### src/rtl/fifo_pkg.sv
// fifo_pkg: shared constants for the threshold-aware FIFO instances.
// Holds default sizing, threshold reset values and FSM bus field offsets.
package fifo_pkg;

  localparam int DATA_W_DEF = 6;
  localparam int ADDR_W_DEF = 4;

  function automatic int th_alto_rst(input int aw);
    return (1 << aw) - 1;
  endfunction

  localparam int TH_ALTO_RST = th_alto_rst(ADDR_W_DEF);
  localparam int TH_BAJO_RST = 0;

  // Per-FIFO fields on the FSM's 8-bit threshold bus
  localparam int MF_HI = 7;
  localparam int MF_LO = 6;
  localparam int VC_HI = 5;
  localparam int VC_LO = 2;
  localparam int D_HI  = 1;
  localparam int D_LO  = 0;

endpackage

### src/rtl/fifo_mem.sv
// fifo_mem: 2^ADDR_W x DATA_W register file.
// One synchronous write port, one asynchronous read port, no array reset.
module fifo_mem #(
  parameter int DATA_W = 6,
  parameter int ADDR_W = 4
) (
  input  logic              clk,
  input  logic              we,
  input  logic [ADDR_W-1:0] waddr,
  input  logic [DATA_W-1:0] wdata,
  input  logic [ADDR_W-1:0] raddr,
  output logic [DATA_W-1:0] rdata
);

  localparam int DEPTH = 1 << ADDR_W;

  logic [DATA_W-1:0] mem_q [DEPTH];

  always_ff @(posedge clk) begin
    if (we) mem_q[waddr] <= wdata;
  end

  assign rdata = mem_q[raddr];

endmodule

### src/rtl/fifo_umbral.sv
// fifo_umbral: threshold-aware synchronous FIFO with registered read data.
// Define FIFO_ERR_STICKY_EN to latch fifo_error until reset.
module fifo_umbral
  import fifo_pkg::*;
#(
  parameter int DATA_W = DATA_W_DEF,
  parameter int ADDR_W = ADDR_W_DEF
) (
  input  logic              clk,
  input  logic              reset,
  input  logic              push,
  input  logic [DATA_W-1:0] data_in,
  input  logic              pop,
  input  logic              umbral_we,
  input  logic [ADDR_W-1:0] umbral_alto,
  input  logic [ADDR_W-1:0] umbral_bajo,
  output logic [DATA_W-1:0] data_out,
  output logic              valid_out,
  output logic              fifo_empty,
  output logic              fifo_full,
  output logic              almost_empty,
  output logic              almost_full,
  output logic              fifo_error
);

  localparam logic [ADDR_W:0] FULL_CNT =
    {1'b1, {ADDR_W{1'b0}}};
  localparam logic [ADDR_W-1:0] ALTO_RST =
    ADDR_W'(th_alto_rst(ADDR_W));
  localparam logic [ADDR_W-1:0] BAJO_RST =
    ADDR_W'(TH_BAJO_RST);

  logic [ADDR_W-1:0] wr_ptr_q, wr_ptr_d;
  logic [ADDR_W-1:0] rd_ptr_q, rd_ptr_d;
  logic [ADDR_W:0]   count_q, count_d;
  logic [ADDR_W-1:0] th_alto_q, th_alto_d;
  logic [ADDR_W-1:0] th_bajo_q, th_bajo_d;
  logic [DATA_W-1:0] dout_q, dout_d;
  logic              valid_q, valid_d;
  logic              err_q, err_d;

  logic              pop_ok;
  logic              push_ok;
  logic              err_ev;
  logic [DATA_W-1:0] rdata;

  fifo_mem #(
    .DATA_W (DATA_W),
    .ADDR_W (ADDR_W)
  ) u_mem (
    .clk   (clk),
    .we    (push_ok),
    .waddr (wr_ptr_q),
    .wdata (data_in),
    .raddr (rd_ptr_q),
    .rdata (rdata)
  );

  // A pop on the same edge frees a slot, so push at full is legal then
  assign pop_ok  = pop && (count_q != '0);
  assign push_ok = push && ((count_q != FULL_CNT) || pop_ok);
  assign err_ev  = (pop && !pop_ok) || (push && !push_ok);

  always_comb begin
    wr_ptr_d  = wr_ptr_q;
    rd_ptr_d  = rd_ptr_q;
    count_d   = count_q;
    th_alto_d = th_alto_q;
    th_bajo_d = th_bajo_q;
    dout_d    = dout_q;
    valid_d   = pop_ok;
    if (pop_ok) begin
      dout_d   = rdata;
      rd_ptr_d = rd_ptr_q + 1'b1;
    end
    if (push_ok) wr_ptr_d = wr_ptr_q + 1'b1;
    if (push_ok && !pop_ok) count_d = count_q + 1'b1;
    else if (pop_ok && !push_ok) count_d = count_q - 1'b1;
    if (umbral_we) begin
      th_alto_d = umbral_alto;
      th_bajo_d = umbral_bajo;
    end
`ifdef FIFO_ERR_STICKY_EN
    err_d = err_q | err_ev;
`else
    err_d = err_ev;
`endif
  end

  always_ff @(posedge clk or negedge reset) begin
    if (!reset) begin
      wr_ptr_q  <= '0;
      rd_ptr_q  <= '0;
      count_q   <= '0;
      th_alto_q <= ALTO_RST;
      th_bajo_q <= BAJO_RST;
      dout_q    <= '0;
      valid_q   <= 1'b0;
      err_q     <= 1'b0;
    end else begin
      wr_ptr_q  <= wr_ptr_d;
      rd_ptr_q  <= rd_ptr_d;
      count_q   <= count_d;
      th_alto_q <= th_alto_d;
      th_bajo_q <= th_bajo_d;
      dout_q    <= dout_d;
      valid_q   <= valid_d;
      err_q     <= err_d;
    end
  end

  assign data_out     = dout_q;
  assign valid_out    = valid_q;
  assign fifo_error   = err_q;
  assign fifo_empty   = (count_q == '0);
  assign fifo_full    = (count_q == FULL_CNT);
  assign almost_empty = (count_q <= {1'b0, th_bajo_q});
  assign almost_full  = (count_q >= {1'b0, th_alto_q});

endmodule

### config.mk
export PLATFORM = sky130hd
export DESIGN_NAME = fifo_umbral
export DESIGN_NICKNAME = d
export VERILOG_FILES = /design/src/rtl/fifo_pkg.sv /design/src/rtl/fifo_mem.sv /design/src/rtl/fifo_umbral.sv
export SDC_FILE = /design/constraint.sdc
export NUM_CORES = 1
export LEC_CHECK = 0
export ABC_AREA = 1
export CAP_MARGIN = 15
export CORE_MARGIN = 3
export CORE_UTILIZATION = 30
export CTS_CLUSTER_DIAMETER = 100
export DETAILED_ROUTE_END_ITERATION = 10
export SETUP_SLACK_MARGIN = 0.3
export SYNTH_ARGS = -nofsm -noshare
export SYNTH_HDL_FRONTEND = slang
export SYNTH_HIERARCHICAL = 1
export SYNTH_SLANG_ARGS = --single-unit
### constraint.sdc
create_clock -name clk -period 5.78 [get_ports clk]
set_clock_uncertainty 0.05 [all_clocks]
set_input_delay 1.734 -clock clk [delete_from_list [all_inputs] [get_ports clk]]
set_output_delay 1.734 -clock clk [all_outputs]
set_load 0.01 [all_outputs]
# After elaboration in Yosys (flattened, before gate mapping)
# Memories as Yosys holds them, arrays and structs flattened. A register that Yosys moved wholly into a read port is not among the register bits.
# Cells that the tools add are included.
# word_totals
inputBits	19
register_bits	23
n_memories	1
out_inout_bits	12
mem_bits_rw	96
# memory_table
memory	words	word_bits	read_ports	rd_clocked_by_memory_dff	wr	line_no	text
u_mem.mem_q	16	6	1	1	1	fifo_mem.sv:17	logic [DATA_W-1:0] mem_q [DEPTH];
# op_classes
mux	4
add_sub_neg	4
n_lt_le_gt_ge	2
n_eq_ne	2
n_reduce_logical	14
# ops
operator	n
2-to-1 mux 5 bit	2
adder 4 x 1 -> 4 bit (second input constant)	2
logical AND 1 bit	6
adder 5 x 1 -> 5 bit (second input constant)	1
== test 5 bit (second input constant)	1
greater-or-equal comparator 5 x 4 -> 1 bit	1
less-or-equal comparator 5 x 4 -> 1 bit	1
logical NOT 5 bit	1
inequality test 5 bit (second input constant)	1
nonzero test 5 bit	1
subtractor 5 x 1 -> 5 bit (second input constant)	1
logical NOT 1 bit	3
logical OR 1 bit	2
2-to-1 mux 1 bit	2
nonzero test 2 bit	1

# Depth between registers and ports, before layout
# Gate-level depths: netlist (run 1).
# logic_depth
word_depth	8
ltp_mapped	15
depth_no_buf	14

# Hierarchy
# Netlist (run 1), hierarchy kept.
# by_module_without_submodules
module	seq_area_each_um2	cells_each	n_inst	area_each_um2
fifo_mem	2882.8	414	1	4207.8
fifo_umbral	730.7	189	1	1630.3

# Worst setup path after synthesis (run 1)
# OpenSTA, ideal clock, no wires.
# synth_path
kind	input to register
start	input port pop
end	register count_q[4]
setup_slack_ps	2355
path_buffers	0
arrival_time_ps	3259
setup_time_ps	117
stages	12
cell_sequence	inv_1 -> nand4_2 -> nand2_1 -> inv_1 -> ha_1 -> inv_1 -> ha_1 -> or2_2 -> nand3_1 -> nand2_1 -> nand2_1 -> nand2_1
# synth_between
elab_chain_len	6
word_cells_on_any_way	9
classes_between	mux (1); reduce/logical (8)
# synth_rtl
item	line_no	text
start: declaration	fifo_umbral.sv:13	input logic pop,
logical AND 1 bit *	fifo_umbral.sv:60	assign pop_ok = pop && (count_q != '0);
logical OR 1 bit *	fifo_umbral.sv:61	assign push_ok = push && ((count_q != FULL_CNT) || pop_ok);
logical AND 1 bit *	fifo_umbral.sv:61	
net push_ok	fifo_umbral.sv:43	logic push_ok;
logical NOT 1 bit	fifo_umbral.sv:78	else if (pop_ok && !push_ok) count_d = count_q - 1'b1;
logical AND 1 bit	fifo_umbral.sv:78	
nonzero test 2 bit (no line)	-	
end signal: assignment	fifo_umbral.sv:103	count_q <= count_d;
end: declaration	fifo_umbral.sv:35	logic [ADDR_W:0] count_q, count_d;
# Mark *: on every way through the listed nets, which the timed path passes. The rest lies on a longest branch.
# A chain may end at the register's enable or synchronous reset.

# Worst setup path in the final report (run 1)
# layout_path
start	register count_q[2]
end	output port almost_empty
# layout_between
elab_chain_len	1
# layout_rtl
item	line_no	text
less-or-equal comparator 5 x 4 -> 1 bit	fifo_umbral.sv:117	assign almost_empty = (count_q <= {1'b0, th_bajo_q});
end: declaration	fifo_umbral.sv:21	output logic almost_empty,
# Every way passes these cells.

==> results.cfg, run 1 <==
[critical_path]
r2r_slack_ns = 3.30
cp_cell_sequence = ha_1 > nand2_1 > inv_1 > o21ai_0 > nand3_1 > nand2_1 > clkdlybuf4s50_1
cp_slowest_cell = clkdlybuf4s50_1
cp-end-kind = primary output
crit_arrival_ns = 2.23
critPathMaxStageDelay_ns = 0.53
worst_path_most_repeated_cell = nand2_1
critPathRequiredTime_ns = 4.00
crit_path_start_kind = flop
worst-path-max-fanout = 5
path_class = flop to primary output

[global_route]
grt_max_degree = 53
grt_pass1_wl_mm = 20.5
track_usage = 0.125
grt.overflow.total = 0
antenna_found_initial = 0
grt_pass1_vias = 3852

[route]
drt-total-wl_mm = 12.6
drc_errors = 0
vias = 3949
antenna_left = 0
wl_per_cell_um = 13.9
viasPerCell = 4.35
first_pass_iters = 4
drt_iter0_drc = 282

[cells_and_area]
layout.nets = 669
antennaDiodeCount = 0
syn_to_final_growth_pct = 18.5
drive_gt1_frac = 0.117
fillCellCount = 1948
final_util = 0.366

[logic_synthesis]
synth_cell_types = 32
synth_largest_area_cell = edfxtp_1
synthCells = 603
synth_common_cells = nand2_1 (198), edfxtp_1 (96), nand3_1 (85)
yosys-top-cells-area = edfxtp_1 (49%), nand2_1 (13%), dfrtp_1 (11%)
yosys_warnings = 6
seq_area_frac_synth = 0.619
synth_ff_type = edfxtp_1
synth_area_sq_um = 5840
synth.most_common_cell = nand2_1
synthArstFlopShare = 0.232
syn-num-nets = 637
syn_avg_cell_area_sq_um = 9.68
synth-edff-count = 96
synth-seq-cells = 125
netlist.area_leader.share = 0.494

[clock_tree]
insertion_delay_ns = 0.41
cts.sinks = 125
cts_tree = yes
postCtsSetupBuffers = 0
cts_resized = 0
clk_pin_slew_ns = 0.06
hold_buffers = 0
cts-htree-levels = 4
cts_buffers = 17
ctsLongestPathBuffers = 2
root_buffer = clkbuf_16

[timing]
totalNegativeSetupSlack_ns = 0
fin_crit_sh = 0.694
hold_violations = 0
grt_setup_unrepaired = no
max-slew-margin-rel = 0.436
fmax_mhz = 249
worst_pin_slew_ns = 0.845
finalMaxSlewViolations = 0
period_needed_ns = 4.01
setup_viol = 0

[power_and_ir_drop]
power.internal_mw = 2.12
sw_frac_of_total = 0.363
p_per_area_nw_per_um2 = 480
ir_drop_mv = 0.195
seq_power_share = 0.368
power.net_switching_mw = 1.21
p_clk_frac = 0.299
comb_power_share = 0.332
cellLeakagePower_nw = 3.02

[die]
start_util = 0.309
boundaryPins = 31
die_w_um = 146
core-area_sq_um = 18900
die_area_sq_um = 21200
fp-row-count = 50
die_y_um = 146

[min_path]
worstHoldPathType = flop to flop

[outcome]
status = finished, final reports clean

[placed_design]
portBuffers = 30
gp_congestion = 0.789
place.detailed.hpwl_mm = 8.31

[flow_run]
max-cap-violations = 0
-- flip-flops by register name (all words and copies together) (netlist names) --
register and count:
fifo_error 1, th_alto_q 4, valid_out 1, th_bajo_q 4, count_q 5, u_mem/mem_q 96, rd_ptr_q 4, wr_ptr_q 4
data_out 6
-- final cells by class --
type | count | area, sq um | share of cell area
sequential | 125 | 3610 | 0.522
multi-input combinational | 355 | 1710 | 0.247
clock buffer | 20 | 437 | 0.0631
inverter | 103 | 394 | 0.0570
tap | 260 | 325 | 0.0470
timing repair buffer | 33 | 323 | 0.0466
clock inverter | 11 | 120 | 0.0174
-- cell usage in the layout (no fill, tap or decap), drive strengths merged --
cell / count
a21oi: 2
buf: 3
bufinv: 2
clkbuf: 20
clkdlybuf4s50: 30
clkinv: 10
clkinvlp: 2
dfrtp: 25
dfstp: 4
edfxtp: 96
fa: 1
ha: 14
inv: 100
mux2: 2
nand2: 199
nand3: 86
nand3b: 4
nand4: 6
nor2: 25
o21ai: 10
or2: 1
xnor2: 4
xor2: 1
-- metrics by stage --
step	worst slack (ns)	cell area, sq um	hold WS (ns)	power, mW	std cells
final	1.77	6920	0.442	3.32	907
after global routing	1.64	6920	0.478	3.56	907
after floorplan	2.35	5840	0.413	1.99	603
after detailed placement	1.63	6360	0.428	2.35	876
after CTS	1.75	6920	0.446	3.35	907
after global placement	1.66	6360	0.422	2.34	876
-- power by group through the flow --
stage	Clock (mW)	Sequential (mW)	Combinational, mW
6_report	0.996	1.22	1.10
5_1_grt	1.07	1.24	1.25
4_1_cts	1.02	1.23	1.11
3_5_place_dp	0	1.24	1.10
3_3_place_gp	0	1.24	1.10
2_1_floorplan	0	1.21	0.782
-- metal layers --
layer  global-route usage  up-vias  share of wire
li1                     -     2002              -
met1                0.154     1851           0.45
met2                0.206       76           0.49
met3               0.0346       20          0.042
met4               0.0518        0          0.021
met5                    0        -              0
-- final timing paths --
kind | depth (start not counted) | to | start
min reg2reg | 2 | data_out[4] | data_out[4]
min in group asynchronous | 2 | th_bajo_q[2] | reset
min | 2 | data_out[4] | data_out[4]
max reg2reg | 12 | count_q[4] | count_q[2]
max | 7 | almost_empty | count_q[2]
max in group asynchronous | 2 | th_alto_q[0] | reset
-- cell families after synthesis --
group | count (synthesis) | share of synthesized area
adder cells (fa/ha/maj) | 15 | 0.0334
AO/OA/AOI/OAI | 12 | 0.0116
XOR/XNOR | 5 | 0.00750
multiplexers | 2 | 0.00386
AND/OR/NAND/NOR | 321 | 0.236
buffers and inverters | 123 | 0.0885
flip-flops | 125 | 0.619
-- worst max-delay path: cells and delay by family, from the launching register on --
kind	cells	cell delay, ns
simple gates	3	0.24
buf+inv	2	0.56
compound gates	1	0.14
flops	1	0.49
fa+ha+maj	1	0.38
Power figures use the tool's default switching activity.
==> run 2: changes to the inputs <==
- clock period: 5.78 -> 4.1 ns (I/O delays scaled with it)
==> run 2 against run 1 <==
Net effect:
- largest cell class unchanged
- worst hold slack lost 0.013 ns
- utilization grew 0.073 points
- clock-buffer cell count is 3 lower
- cell area grew 0.20%
- total power up 41%
- non-clock buffer count is the same
- final cell count increased by 0.11%
- register-to-register slack worse by 1.7 ns
==> results.cfg, run 2 (synthesis gave the netlist of run 1 again) <==
[outcome]
status = finished, final reports clean

[cells_and_area]
drive_gt1_frac = 0.122
final_util = 0.367
layout.nets = 669
top_register = u_mem/mem_q
largest_reg_flops = 96
mostFrequentLayoutCell = nand2_1
final_cell_mix = nand2_1 (198), edfxtp_1 (96), nand3_1 (85)
syn_to_final_growth_pct = 18.8
antennaDiodeCount = 0
fin_cells = 908
fillCellCount = 1925

[timing]
finalMaxSlewViolations = 0
grt_setup_unrepaired = no
worst_pin_slew_ns = 0.852
setup_viol = 0
totalNegativeSetupSlack_ns = 0
max-slew-margin-rel = 0.431
hold_violations = 0
fmax_mhz = 287
period_needed_ns = 3.48
fin_crit_sh = 0.848

[clock_tree]
clk_pin_slew_ns = 0.06
cts.sinks = 125
cts_resized = 0
hold_buffers = 0
root_buffer = clkbuf_16
ctsLongestPathBuffers = 2
insertion_delay_ns = 0.42
cts_tree = yes
cts_buffers = 17
postCtsSetupBuffers = 0
cts-htree-levels = 4

[critical_path]
crit_arrival_ns = 2.20
path_class = flop to primary output
critPathMaxStageDelay_ns = 0.54
cp_cell_sequence = ha_1 > nand2_1 > inv_1 > o21ai_0 > nand3_1 > nand2_1 > clkdlybuf4s50_1
critPathRequiredTime_ns = 2.82
worst-path-buf-inv = 2
cp_slowest_cell = clkdlybuf4s50_1
crit_family = buffers and inverters
cp-end-kind = primary output
worst_path_most_repeated_cell = nand2_1
worst-path-max-fanout = 5
crit_path_start_kind = flop

[min_path]
worstHoldPathType = flop to flop

[global_route]
grt_max_degree = 51
grt.overflow.total = 0
antenna_found_initial = 0
grt_pass1_vias = 3879
grt_pass1_wl_mm = 20.2
track_usage = 0.122

[route]
vias = 3965
antenna_left = 0
first_pass_iters = 4
viasPerCell = 4.37
drt_iter0_drc = 245
wl_per_cell_um = 13.7
drc_errors = 0
drt-total-wl_mm = 12.5

[power_and_ir_drop]
ir_drop_mv = 0.331
p_per_area_nw_per_um2 = 678
cellLeakagePower_nw = 3.03

[placed_design]
place.detailed.hpwl_mm = 8.25
dp_cells = 876
gp_congestion = 0.789
portBuffers = 30

[die]
die_area_sq_um = 21200
start_util = 0.309
die_w_um = 146
die_y_um = 146
core-area_sq_um = 18900
boundaryPins = 31
fp-row-count = 50

[flow_run]
max-cap-violations = 0
## run 2: worst min-delay path: cells and delay by family (launching register included)
| family | cells | cell delay, ns |
|---|---|---|
| DFF | 1 | 0.34 |
| and+or+nand+nor | 2 | 0.11 |
## run 2: final timing paths
kind | startpoint | to | slack, ns | depth (start not counted)
max reg2reg | count_q[2] | count_q[4] | 1.64 | 12
min | data_out[0] | data_out[0] | 0.43 | 2
min reg2reg | data_out[0] | data_out[0] | 0.43 | 2
max | count_q[2] | almost_empty | 0.62 | 7
min in group asynchronous | reset | th_bajo_q[2] | 1.15 | 2
max in group asynchronous | reset | th_alto_q[0] | 2.53 | 2
## run 2: through the flow
stage / instance area, sq um / power [mW] / setup WS (ns) / hold slack (ns)
after floorplan: 5840 / 2.81 / 1.18 / 0.413
after global placement: 6360 / 3.30 / 0.480 / 0.421
after detailed placement: 6360 / 3.30 / 0.462 / 0.421
after CTS: 6930 / 4.75 / 0.583 / 0.434
after global routing: 6930 / 5.02 / 0.490 / 0.456
final: 6930 / 4.70 / 0.622 / 0.429
## run 2: routing by layer
| layer | vias up | track usage | part of all wire |
|---|---|---|---|
| met5 | - | 0 | 0 |
| met4 | 0 | 0.0432 | 0.0080 |
| met3 | 4 | 0.0293 | 0.036 |
| met2 | 66 | 0.208 | 0.50 |
| met1 | 1889 | 0.151 | 0.46 |
| li1 | 2006 | - | - |
## run 2: cell type report
class,instances,area [sq um],share of cell area
Multi-Input combinational cell,355,1710,0.246
Timing Repair Buffer,33,323,0.0466
Tap cell,260,325,0.0469
Sequential cell,125,3610,0.521
Clock buffer,17,425,0.0613
Clock inverter,15,145,0.0209
Inverter,103,394,0.0568
## run 2: power by group
part,leakage (nW),switching [mW],internal (mW)
combinational,1.54,0.992,0.551
sequential,1.21,0.180,1.55
clock,0.275,0.539,0.889
==> run 3: changes to the inputs <==
- clock period: 4.1 -> 3.6 ns (I/O delays scaled with it)
==> run 3 against run 2 <==
Net effect:
- global-route usage up 0.23 points
- wire length up 0.84%
- critical path type unchanged
- largest power group unchanged
- via count up 0.40%
==> results.cfg, run 3 (synthesis gave the netlist of run 1 again) <==
[min_path]
hold_depth = 2
worstHoldPathType = flop to flop

[die]
die_w_um = 146
die_area_sq_um = 21200
die_y_um = 146
fp-row-count = 50
boundaryPins = 31
core-area_sq_um = 18900
start_util = 0.309

[power_and_ir_drop]
sw_frac_of_total = 0.368
comb_power_share = 0.334
seq_power_share = 0.372
cellLeakagePower_nw = 3.06
p_per_area_nw_per_um2 = 759
power.net_switching_mw = 1.95
power.internal_mw = 3.35
p_clk_frac = 0.294
ir_drop_mv = 0.366

[critical_path]
crit_path_start_kind = flop
crit_family = flip-flops
reg2regPathDepth = 13
worst_path_most_repeated_cell = inv_1
path_class = flop to primary output
cp_cell_sequence = inv_1 > ha_1 > nand2_1 > inv_1 > o21ai_0 > nand4_1 > dlygate4sd2_1
cp-end-kind = primary output
critPathMaxStageDelay_ns = 0.51
worst-path-buf-inv = 3
cp_slowest_cell = dfstp_2
path_depth = 7
worst-path-max-fanout = 3
crit_arrival_ns = 1.92
critPathRequiredTime_ns = 2.47

[outcome]
status = finished, final reports clean

[cells_and_area]
syn_to_final_growth_pct = 19.5
final_util = 0.369
largest_reg_flops = 96
fillCellCount = 1934
layout.nets = 677
mostFrequentLayoutCell = nand2_1
final_cell_mix = nand2_1 (198), edfxtp_1 (96), nand3_1 (85)
top_register = u_mem/mem_q
antennaDiodeCount = 0
seq_area_sq_um = 3620
drive_gt1_frac = 0.134
multi_input_area_sq_um = 1710

[clock_tree]
insertion_delay_ns = 0.41
cts-htree-levels = 4
clk_pin_slew_ns = 0.06
cts_tree = yes
cts.sinks = 125
hold_buffers = 0
root_buffer = clkbuf_16
ctsLongestPathBuffers = 2
cts_buffers = 17

[timing]
fin_crit_sh = 0.848
grt_setup_unrepaired = no
totalNegativeSetupSlack_ns = 0
fmax_mhz = 328
worst_pin_slew_ns = 0.830
setup_viol = 0
period_needed_ns = 3.05
hold_violations = 0
finalMaxSlewViolations = 0
max-slew-margin-rel = 0.446

[global_route]
grt.overflow.total = 0
grt_max_degree = 52
antenna_found_initial = 0
grt_pass1_vias = 3941
track_usage = 0.124
grt_pass1_wl_mm = 20.6

[placed_design]
portBuffers = 30
gp_congestion = 0.788
place.detailed.hpwl_mm = 8.14

[flow_run]
max-cap-violations = 0

[route]
first_pass_iters = 5
vias = 3981
viasPerCell = 4.35
wl_per_cell_um = 13.7
drc_errors = 0
drt_iter0_drc = 227
drt-total-wl_mm = 12.6
antenna_left = 0
run 3: stage by stage:
stage	cell area, sq um	setup WS [ns]	total power [mW]	hold slack [ns]	std cells
final	6980	0.548	5.29	0.431	916
after global routing	6980	0.397	5.67	0.456	916
after CTS	6970	0.298	5.35	0.439	916
after detailed placement	6420	0.168	3.77	0.423	883
after global placement	6420	0.200	3.76	0.415	883
after floorplan	5840	0.829	3.20	0.413	603
run 3: layout make-up:
| type | count | area share |
|---|---|---|
| clock buffers | 18 | 0.0615 |
| clock inverters | 14 | 0.0172 |
| inverters | 103 | 0.0565 |
| multi-input cells | 355 | 0.245 |
| flip-flops and latches | 125 | 0.518 |
| well taps | 260 | 0.0466 |
| repair buffers | 41 | 0.0550 |
run 3: worst paths after layout:
kind,slack (ns),endpoint,startpoint
max in group asynchronous,2.19,th_alto_q[0],reset
worst min-delay path,0.43,data_out[5],data_out[5]
worst max register to register,1.15,count_q[4],count_q[2]
worst min register to register,0.43,data_out[5],data_out[5]
min in group asynchronous,1.00,valid_out,reset
worst max-delay path,0.55,almost_full,th_alto_q[2]
run 3: tightest hold or removal path: cells and delay by family (launching register included):
kind / cells / cell delay, ns
simple gates: 2 / 0.10
flops: 1 / 0.34
run 3: what timing repair did:
item | in CTS | in global routing
resized for setup | 2 | 3
pin swaps | 0 | 0
setup endpoints to repair | 2 | 1
cloned | 0 | 0
setup buffers | 1 | 0
run 3: layer usage:
metal	share of wire	vias up	global-route usage	routed length (um)
li1	-	2016	-	-
met1	0.44	1871	0.153	5530
met2	0.50	77	0.214	6330
met3	0.038	17	0.0268	480
met4	0.020	0	0.0484	250
met5	0	-	0	0
run 3: power by group through the flow:
stage / clock network [mW] / registers [mW] / logic, mW
after floorplan: 0 / 1.94 / 1.26
after global placement: 0 / 2.00 / 1.76
after detailed placement: 0 / 2.00 / 1.77
after CTS: 1.60 / 1.97 / 1.79
after global routing: 1.66 / 2.00 / 2.01
final: 1.56 / 1.97 / 1.77
==> patch (config.mk and constraints of run 1) <==
`dout_q` no longer has a reset.
--- a/src/rtl/fifo_umbral.sv
+++ b/src/rtl/fifo_umbral.sv
@@ -95,5 +95,4 @@
       th_alto_q <= ALTO_RST;
       th_bajo_q <= BAJO_RST;
-      dout_q    <= '0;
       valid_q   <= 1'b0;
       err_q     <= 1'b0;
@@ -104,8 +103,11 @@
       th_alto_q <= th_alto_d;
       th_bajo_q <= th_bajo_d;
-      dout_q    <= dout_d;
       valid_q   <= valid_d;
       err_q     <= err_d;
     end
+  end
+
+  always_ff @(posedge clk) begin
+    dout_q <= dout_d;
   end
 
Formal check against the unedited RTL: differs if reset is asserted again (counterexample within 4 cycles, from zero or initial values and one cycle with reset low); with reset held inactive, the same outputs for 10 cycles.
==> patch against run 1 <==
Worst setup slack better by 37 ps. Final area is 0.51% lower. Global-route usage is 0.22 points higher. Final cell count is 1.9% lower. Wire length is 1.8% lower. Synthesized area is 0.88% lower. Sequential cell count stayed put. First-iteration DRC count is 12% lower. Total power is 2.2% lower. Register-to-register slack better by 30 ps. Largest cell class unchanged. Largest power group unchanged.
==> patch: results (changes against run 1) <==
Biggest register u_mem/mem_q; setup slack, reg-to-reg 3330 ps (+30 ps); via count 3853 (-2.4%); vias in the first global route 3775 (-2.0%); Synth Flop Type edfxtp_1; Reg-to-Reg End count_q[4]; internal power 2090 uW (-1.4%); Clk pin slew, worst setup/hold paths 60 ps (about the same); EDFF count, synth 102 (+6.3%); dpl cells 857 (-2.2%); fill count 1854 (-4.8%); Initial DRC Count 248 (-12%); Final GP Congestion 0.778 (-1.4%); Arrival @ worst endpoint 2190 ps (-40 ps); end of the worst hold path th_alto_q[2]; H-tree Lvls 4 (unchanged); HP Start th_alto_q[2]; largest net degree at the start of global routing 52 (-1.9%); Post-synth ARST share 18.4% (-4.8 points); Total GRT Usage 12.7% (+0.22 points); post-synthesis sequential area ratio 63.0% (+1.1 points); Post-Syn Nets 618 (-3.0%); Routed WL 12.4 mm (-1.8%); r2r startpoint count_q[1]; Mapped Cells 584 (-3.2%); clk_lat worst skew 410 ps (about the same); top post-synthesis cells by area edfxtp_1, nand2_1, dfrtp_1, nand3_1, inv_1; Post-Layout Cell Count 890 (-1.9%); Setup WS pre-CTS 1680 ps (+50.5 ps); Worst Tran Pin Value 830 ps (-14.2 ps); delay of the slowest critical-path stage 540 ps; Power Total 3250 uW (-2.2%); run status complete, no violations; leakage 0.00295 uW (-2.4%); share of cells above drive strength 1 11.9% (+0.16 points); Hold WS 454 ps (+11.7 ps); Hold Crit Depth 2 (unchanged); global-route wire length before repair 19.9 mm (-2.9%); Synth cell types 31 (-3.1%); placed cell areas 0.00632 mm2 (-0.69%); list of most frequent post-synthesis cells nand2_1, edfxtp_1, nand3_1; Detailed Place HPWL 7.72 mm (-7.1%); TritonRoute pass-1 iters 5 (+1)
patch: changes by cell type after synthesis, sizes merged:
cell / delta
buf: -1
edfxtp: +6
dfrtp: -6
nand2: -18
patch: layer usage:
layer  vias to the layer above  routed length [um]  GRT usage [%]
met5                         -                   0              0
met4                         0                  97           4.17
met3                         9                 748           4.11
met2                       110                5720           19.5
met1                      1781                5840           17.0
li1                       1953                   -              -
patch: power groups by stage:
stage	clock network, uW	logic [uW]	registers [uW]
after global placement	0	1030	1260
after detailed placement	0	1030	1260
final	963	1040	1250
after global routing	1030	1180	1260
after floorplan	0	748	1230
after CTS	988	1040	1250
patch: how the worst max path moves through the flow:
| stage | from | endpoint | slack (ps) |
|---|---|---|---|
| 3_3_place_gp | pop | count_q[4] | 1720 |
| 5_1_grt | count_q[2] | almost_empty | 1670 |
| 6_report | count_q[2] | almost_empty | 1810 |
| 4_1_cts | count_q[2] | almost_empty | 1770 |
| 2_1_floorplan | pop | count_q[4] | 2390 |
| 3_5_place_dp | pop | count_q[4] | 1680 |
patch: layout make-up:
class,instances,area (um2),share of cell area [%]
flip-flops and latches,125,3640,52.9
multi-input cells,337,1640,23.8
clock buffers,22,444,6.45
inverters,103,397,5.76
repair buffers,33,343,4.98
well taps,260,325,4.72
clock inverters,10,93.8,1.36
patch: logic make-up after synthesis:
| kind of cell | after synthesis | synth area share [%] |
|---|---|---|
| adder cells (fa/ha/maj) | 15 | 3.37 |
| multiplexers | 2 | 0.389 |
| AO/OA/AOI/OAI | 12 | 1.10 |
| AND/OR/NAND/NOR | 303 | 22.7 |
| flip-flops | 125 | 63.0 |
| buffers and inverters | 122 | 8.71 |
| XOR/XNOR | 5 | 0.757 |
